**config.mk**
```make
export PLATFORM = sky130hd
export DESIGN_NAME = pixel_result_collector
export DESIGN_NICKNAME = d
export VERILOG_FILES = /design/src/rtl/pixel_result_collector.sv
export SDC_FILE = /design/constraint.sdc
export NUM_CORES = 1
export LEC_CHECK = 0
export CAP_MARGIN = 25
export CORE_UTILIZATION = 48
export DETAILED_ROUTE_END_ITERATION = 8
export PLACE_DENSITY = 0.93
export SLEW_MARGIN = 0
export SYNTH_ARGS = -nofsm -noshare
export SYNTH_HDL_FRONTEND = slang
export SYNTH_SLANG_ARGS = --single-unit
export TNS_END_PERCENT = 50
```
**constraint.sdc**
```tcl
create_clock -name clk -period 2.8 [get_ports clk]
set_input_delay 0.56 -clock clk [delete_from_list [all_inputs] [get_ports clk]]
set_output_delay 0.56 -clock clk [all_outputs]
set_load 0.02 [all_outputs]
```
**src/rtl/pixel_result_collector.sv**
```systemverilog
// Runs one pixel job at a time on a pixelpointprocessor and writes each result
// to the output feature-map memory at consecutive addresses.
module pixel_result_collector #(
  parameter int ADDR_W  = 14,
  parameter int DATA_W  = 32,
  parameter int OUT_AW  = 12,
  parameter int CNT_W   = 12,
  parameter int TIMEOUT = 1023
) (
  input  logic              clk,
  input  logic              rst_n,
  input  logic              start,
  input  logic [ADDR_W-1:0] base_a,
  input  logic [ADDR_W-1:0] base_b,
  input  logic [ADDR_W-1:0] stride_a,
  input  logic [CNT_W-1:0]  num_pix,
  input  logic [OUT_AW-1:0] out_base,
  output logic              busy,
  output logic              finished,
  output logic              timeout_err,
  output logic              pp_en,
  output logic [ADDR_W-1:0] pp_base_addrA,
  output logic [ADDR_W-1:0] pp_base_addrB,
  input  logic [DATA_W-1:0] pp_out_pix,
  input  logic              pp_done,
  output logic              pp_ack,
  output logic              wr_en,
  output logic [OUT_AW-1:0] wr_addr,
  output logic [DATA_W-1:0] wr_data
);

  // Watchdog counts 0..TIMEOUT-1 REQ cycles; hitting the last value aborts the job.
  localparam int              WD_W    = (TIMEOUT > 1) ? $clog2(TIMEOUT) : 1;
  localparam logic [WD_W-1:0] WD_LAST = (TIMEOUT > 0) ? WD_W'(TIMEOUT - 1) : '0;
  localparam bit              WD_ON   = (TIMEOUT > 0);

  typedef enum logic [1:0] {S_IDLE, S_REQ, S_ACK, S_FIN} state_t;

  state_t state_q, state_d;

  logic [ADDR_W-1:0] stride_q, stride_d;
  logic [CNT_W-1:0]  num_pix_q, num_pix_d;
  logic [CNT_W-1:0]  cnt_q, cnt_d;
  logic [WD_W-1:0]   wd_q, wd_d;

  logic              busy_d, finished_d, timeout_err_d, pp_en_d, pp_ack_d, wr_en_d;
  logic [ADDR_W-1:0] addr_a_d, addr_b_d;
  logic [OUT_AW-1:0] wr_addr_d;
  logic [DATA_W-1:0] wr_data_d;

  always_ff @(posedge clk) begin
    if (!rst_n) begin
      state_q       <= S_IDLE;
      stride_q      <= '0;
      num_pix_q     <= '0;
      cnt_q         <= '0;
      wd_q          <= '0;
      busy          <= 1'b0;
      finished      <= 1'b0;
      timeout_err   <= 1'b0;
      pp_en         <= 1'b0;
      pp_ack        <= 1'b0;
      wr_en         <= 1'b0;
      pp_base_addrA <= '0;
      pp_base_addrB <= '0;
      wr_addr       <= '0;
      wr_data       <= '0;
    end else begin
      state_q       <= state_d;
      stride_q      <= stride_d;
      num_pix_q     <= num_pix_d;
      cnt_q         <= cnt_d;
      wd_q          <= wd_d;
      busy          <= busy_d;
      finished      <= finished_d;
      timeout_err   <= timeout_err_d;
      pp_en         <= pp_en_d;
      pp_ack        <= pp_ack_d;
      wr_en         <= wr_en_d;
      pp_base_addrA <= addr_a_d;
      pp_base_addrB <= addr_b_d;
      wr_addr       <= wr_addr_d;
      wr_data       <= wr_data_d;
    end
  end

  // Processor handshake: pp_en requests a pixel, pp_done marks the result valid,
  // pp_ack holds until pp_done falls (4-phase), after which the next request may start.
  always_comb begin
    state_d       = state_q;
    stride_d      = stride_q;
    num_pix_d     = num_pix_q;
    cnt_d         = cnt_q;
    wd_d          = wd_q;
    busy_d        = busy;
    finished_d    = 1'b0;
    timeout_err_d = timeout_err;
    pp_en_d       = pp_en;
    pp_ack_d      = pp_ack;
    wr_en_d       = 1'b0;
    addr_a_d      = pp_base_addrA;
    addr_b_d      = pp_base_addrB;
    wr_addr_d     = wr_addr;
    wr_data_d     = wr_data;

    case (state_q)
      S_IDLE: begin
        if (start) begin
          stride_d      = stride_a;
          num_pix_d     = num_pix;
          cnt_d         = '0;
          wd_d          = '0;
          busy_d        = 1'b1;
          timeout_err_d = 1'b0;
          addr_a_d      = base_a;
          addr_b_d      = base_b;
          wr_addr_d     = out_base;
          if (num_pix == '0) begin
            state_d = S_FIN;
          end else begin
            state_d = S_REQ;
            pp_en_d = 1'b1;
          end
        end
      end
      S_REQ: begin
        if (pp_done) begin
          wr_data_d = pp_out_pix;
          wr_en_d   = 1'b1;
          pp_en_d   = 1'b0;
          pp_ack_d  = 1'b1;
          state_d   = S_ACK;
        end else if (WD_ON && wd_q == WD_LAST) begin
          timeout_err_d = 1'b1;
          pp_en_d       = 1'b0;
          state_d       = S_FIN;
        end else begin
          wd_d = wd_q + 1'b1;
        end
      end
      S_ACK: begin
        if (!pp_done) begin
          pp_ack_d  = 1'b0;
          cnt_d     = cnt_q + 1'b1;
          addr_a_d  = pp_base_addrA + stride_q;
          wr_addr_d = wr_addr + 1'b1;
          wd_d      = '0;
          if (cnt_d == num_pix_q) begin
            state_d = S_FIN;
          end else begin
            state_d = S_REQ;
            pp_en_d = 1'b1;
          end
        end
      end
      S_FIN: begin
        finished_d = 1'b1;
        busy_d     = 1'b0;
        state_d    = S_IDLE;
      end
      default: state_d = S_IDLE;
    endcase
  end

endmodule

```
== Yosys cells after proc, flatten, opt, wreduce, memory -nomap -nowiden ==
Index checks and enable logic that the tools add are counted.

* Logic and storage cells: 89
* Output and inout port bits: 78
* Register bits after elaboration: 128
* Bits of input ports: 102

* Mux-type cells: 39
* Reduce and logical (&&, ||, !) cells: 17
* Eq/ne operators: 14
* $add $sub $neg: 4

{| class="wikitable"
|+ Operators with widths
! kind !! number
|-
| $mux W12 || 4
|-
| $pmux W12 S2 || 2
|-
| $mux W10 || 4
|-
| $pmux W10 S3 || 1
|-
| $mux W14 || 2
|-
| $pmux W14 S2 || 1
|-
| $add A12 B1 Y12 const B || 2
|-
| $ne A2 B2 Y1 const B || 8
|-
| $add A14 B14 Y14 || 1
|-
| $mux W1 || 14
|-
| $eq A12 B12 Y1 || 1
|-
| $logic_not A12 Y1 || 1
|-
| $mux W2 || 6
|-
| $add A10 B1 Y10 const B || 1
|-
| $eq A10 B10 Y1 const B || 1
|-
| $reduce_and A3 Y1 || 3
|-
| $pmux W2 S4 || 1
|-
| $reduce_and A2 Y1 || 4
|-
| $reduce_bool A2 Y1 || 4
|-
| $pmux W1 S2 || 3
|-
| $reduce_and A6 Y1 || 1
|-
| $reduce_and A5 Y1 || 1
|-
| $eq A2 B2 Y1 const B || 2
|-
| $reduce_and A4 Y1 || 1
|-
| other kinds (5) || 5
|}

== Logic depth before layout (Yosys ltp) ==
* Word-level depth: 5
* Mapped depth: 10
* Gate-level depth less buffers: 9

== Worst setup path before layout ==
OpenSTA, ideal clock, no wires.

* Path type: register to register
* From: reg pp_base_addrA[0]
* To: reg pp_base_addrA[12]
* Arrival time: 2.282 ns
* Cell stages (with the launch flop): 10
* Clock period less this slack: 2.374 ns
* Library setup time: 0.092 ns
* Path buffers: 0
* Slack: 0.426 ns
* Required time: 2.708 ns
* Cell sequence: dfxtp_1 > ha_1 > fa_1 > a21o_1 > a21oi_1 > o21ai_0 > a311oi_1 > o31ai_1 > mux2i_1 > nor4_1

* Longest elaborated chain between the ends: 3

{| class="wikitable"
|+ Ends and longest elaborated chain
! element !! line !! source
|-
| start, declared || 22 || <nowiki>output logic [ADDR_W-1:0] pp_base_addrA,</nowiki>
|-
| start signal, assigned || 80 || <nowiki>pp_base_addrA <= addr_a_d;</nowiki>
|-
| $add A14 B14 Y14 || 145 || <nowiki>addr_a_d = pp_base_addrA + stride_q;</nowiki>
|-
| $mux W14 || 142 || <nowiki>if (!pp_done) begin</nowiki>
|-
| $pmux W14 S2 || 106 || <nowiki>case (state_q)</nowiki>
|}

Every way passes these cells. The select of a mux whose other input is x is not followed.
A chain may end at the register's enable or synchronous reset.

== Final worst setup path ==
Same ends and word-level chain as after synthesis.

==> metrics <==
boundary pin count 180; crit path cell chain ha_1 > fa_1 > a21o_1 > a21oi_1 > o21ai_0 > a311oi_1 > o31ai_1 > mux2i_1 > nor4_1; post-synth top area share 40.84%; synthesis-to-layout area growth 40.18%; reg2reg path depth 9; final period utilization 92.18%; core footprint 12,670 µm²; reg2reg start pp_base_addrA[0]; f_max 387.4 MHz; worst setup path endpoint pp_base_addrA[12]; DP Wirelength 12,050 µm; critical path's largest stage delay 0.41 ns; netlist area before placement 6275 µm²; largest net degree at the start of global routing 49; Worst R2R Setup Slack 0.22 ns; Setup CP Type reg -> reg; Port-buffer cells 179; P_leak 0.003393 µW; Worst setup EP type register; H-tree depth 4; Final TNS setup 0 ns; Synthesized Nets 907; final-report max-slew violation count 0; global route overflow 0; post-synthesis cell count 786; Site Rows 41; share of cells above drive strength 1 6.231%; hold-fix buffers at CTS 0; number of enable flip-flop cells after synthesis 0; prevailing post-synth register cell dfxtp_1; die height 116.3 µm; Max-Cap Viols 0; critical path depth 9; Final min period 2.581 ns; CP Max Fanout 3; actual slew at the worst max-slew pin 0.7108 ns; Seq/Total Area, Yosys 40.84%; Starting Density 49.52%; worst path required time 3.12 ns; Async SR Flop Fraction 0%; clock buffer depth 2; DRT Pass-1 Iters 7; Final Hold Vio Count 0; die area 13,530 µm²; PostCTS Resize Cnt 0; Clk pin slew, worst setup/hold paths 0.06 ns; # diodes 0; final WL 17,240 µm; Reg2Reg Capture Point pp_base_addrA[12]; Slew Limit Headroom 52.61%; antenna violations before repair 0; first-pass GRT wire length 27,720 µm; worst vdd ir 0.0005531 V; synthesis-stage register bit count 128; Post-DRT Antenna Nets 0; Post-CTS Setup Inserts 0; leading area contributor after synthesis dfxtp_1; total track usage 26.12%; Crit-path slowest cell fa_1; global placement routability congestion 0.8616; Skew-Pair Late Insertion Delay 0.42 ns; routed vias/inst 5.481; drt drc 0; total number of vias 6,221; pre-CTS setup slack 0.09537 ns; Die Span X 116.3 µm; clock buffer count from CTS 17; top cells by area, synth dfxtp_1 41%, nand2_1 12%, a21boi_0 9.1%; CP Launch Type register; DR WL/cell 15.19 µm; status finished, final reports clean; source of the worst hold timing path pp_base_addrB[2]; root buffer cell clkbuf_16; initial DRC count 591; layout net count 1,071; CP delay by family, top compound AO/OA/AOI/OAI gates; Critical Path Source pp_base_addrA[0]; RSZ-0062 raised after global routing no; Hold WS 0.4605 ns; cell area power density 581.8 nW/µm²; HP Class reg -> reg; final worst slack 0.2189 ns; skew final 0.007671 ns; unique cell type count in the Yosys netlist 52; Synthesis Warnings 0; Syn Area/Cell 7.983 µm²; final setup vio count 0; Num Clock Sinks 128; worst endpoint data arrival time 2.91 ns; Buf+Inv Stages, Crit Path 0; CTS tree done; vias in the first global route 5,988
[worst min-delay path by stage]
| stage | endpoint | slack (ns) | cells after the start |
|---|---|---|---|
| final | pp_base_addrB[2] | 0.46 | 2 |
| after global routing | pp_base_addrB[0] | 0.48 | 2 |
| after CTS | pp_base_addrB[12] | 0.46 | 2 |
| after detailed placement | pp_base_addrB[12] | 0.46 | 2 |
| after global placement | wr_data[11] | 0.45 | 2 |
| after floorplan | stride_q[0] | 0.45 | 2 |
[tightest hold or removal path: stages (launching register included)]
cell and delay [ns]:
dfxtp_1 0.31, nand2_1 0.04, a21boi_0 0.06
[state kept, by name, indices dropped and copies added, names as in the netlist, 2 cells and up]
register       flops
wr_data           32
num_pix_q         12
pp_base_addrB     14
pp_base_addrA     14
wr_addr           12
wd_q              10
stride_q          14
cnt_q             12
state_q            2
[metal layers]
layer  GRT usage, %  wire length [µm]  vias up
met3          7.317              1101       26
li1               -                 -     3048
met4          10.51               294        0
met5              0                 0        -
met1          31.25              7060     2942
met2          44.14              8778      205
[cell families after synthesis]
| family | after synthesis | share of synthesized area, % |
|---|---|---|
| AOI/OAI and AO/OA | 210 | 22.61 |
| DFF | 128 | 40.84 |
| and+or+nand+nor | 335 | 24.11 |
| xor gates and xnor gates | 33 | 4.606 |
| adders and majority gates | 19 | 3.908 |
| buffers and inverters | 59 | 3.609 |
| muxes | 2 | 0.3191 |
[stage by stage]
| step | cell area (µm²) | std cells | utilization (%) | total power (µW) |
|---|---|---|---|---|
| 2_1_floorplan | 6275 | 786 | - | 2564 |
| 3_3_place_gp | 8223 | 1103 | 64.90 | 2977 |
| 3_5_place_dp | 8223 | 1103 | 64.90 | 3002 |
| 4_1_cts | 8796 | 1135 | 69.42 | 5142 |
| 5_1_grt | 8796 | 1135 | 69.42 | 5327 |
| 6_report | 8796 | 1135 | 69.42 | 5118 |
[power breakdown]
part	switching [µW]	internal (µW)	leakage (µW)
combinational	485	462	0.00207
clock	897	1240	0.000274
sequential	95.7	1930	0.00105
[synthesized netlist by cell type, types with 3 or more instances]
cell type / number
nor3_1: 8
or3_1: 7
dfxtp_1: 128
and4_1: 4
clkbuf_1: 44
buf_2: 4
nand4_1: 5
nor2b_1: 10
nand3_1: 26
nand2b_1: 4
ha_1: 18
a31oi_1: 12
o211ai_1: 13
xnor2_1: 19
nor2_1: 30
o21ai_0: 33
a21o_1: 7
o211a_1: 7
nand2_1: 200
nor4_1: 6
a21oi_1: 38
xor2_1: 14
and2_1: 12
o31ai_1: 5
inv_1: 9
a211oi_1: 3
or2_2: 3
and3_1: 10
a21boi_0: 76
[final cells by class]
cell class	count	area, µm²
Tap cell	172	215.2
Clock buffer	17	425.4
Multi-Input combinational cell	599	3492
Timing Repair Buffer	195	1919
Inverter	9	33.78
Clock inverter	15	147.6
Sequential cell	128	2562
Fill cell	947	3875
[layout by cell type, fill, tap and decap left out, types with 4 or more instances in the layout]
cell type and instances:
a21boi_0 76, a21o_1 7, a21oi_1 38, a31oi_1 12
and2_1 12, and3_1 10, and4_1 4, buf_4 15
clkbuf_16 17, clkdlybuf4s50_1 178, dfxtp_1 128, ha_1 18
inv_1 9, inv_6 6, nand2_1 200, nand2b_1 4
nand3_1 26, nand4_1 5, nor2_1 30, nor2b_1 9
nor3_1 8, nor4_1 6, o211a_1 7, o211ai_1 13
o21ai_0 33, o31ai_1 5, or3_1 7, xnor2_1 19
xor2_1 14
Note: power is estimated with default switching activity, not from simulation.
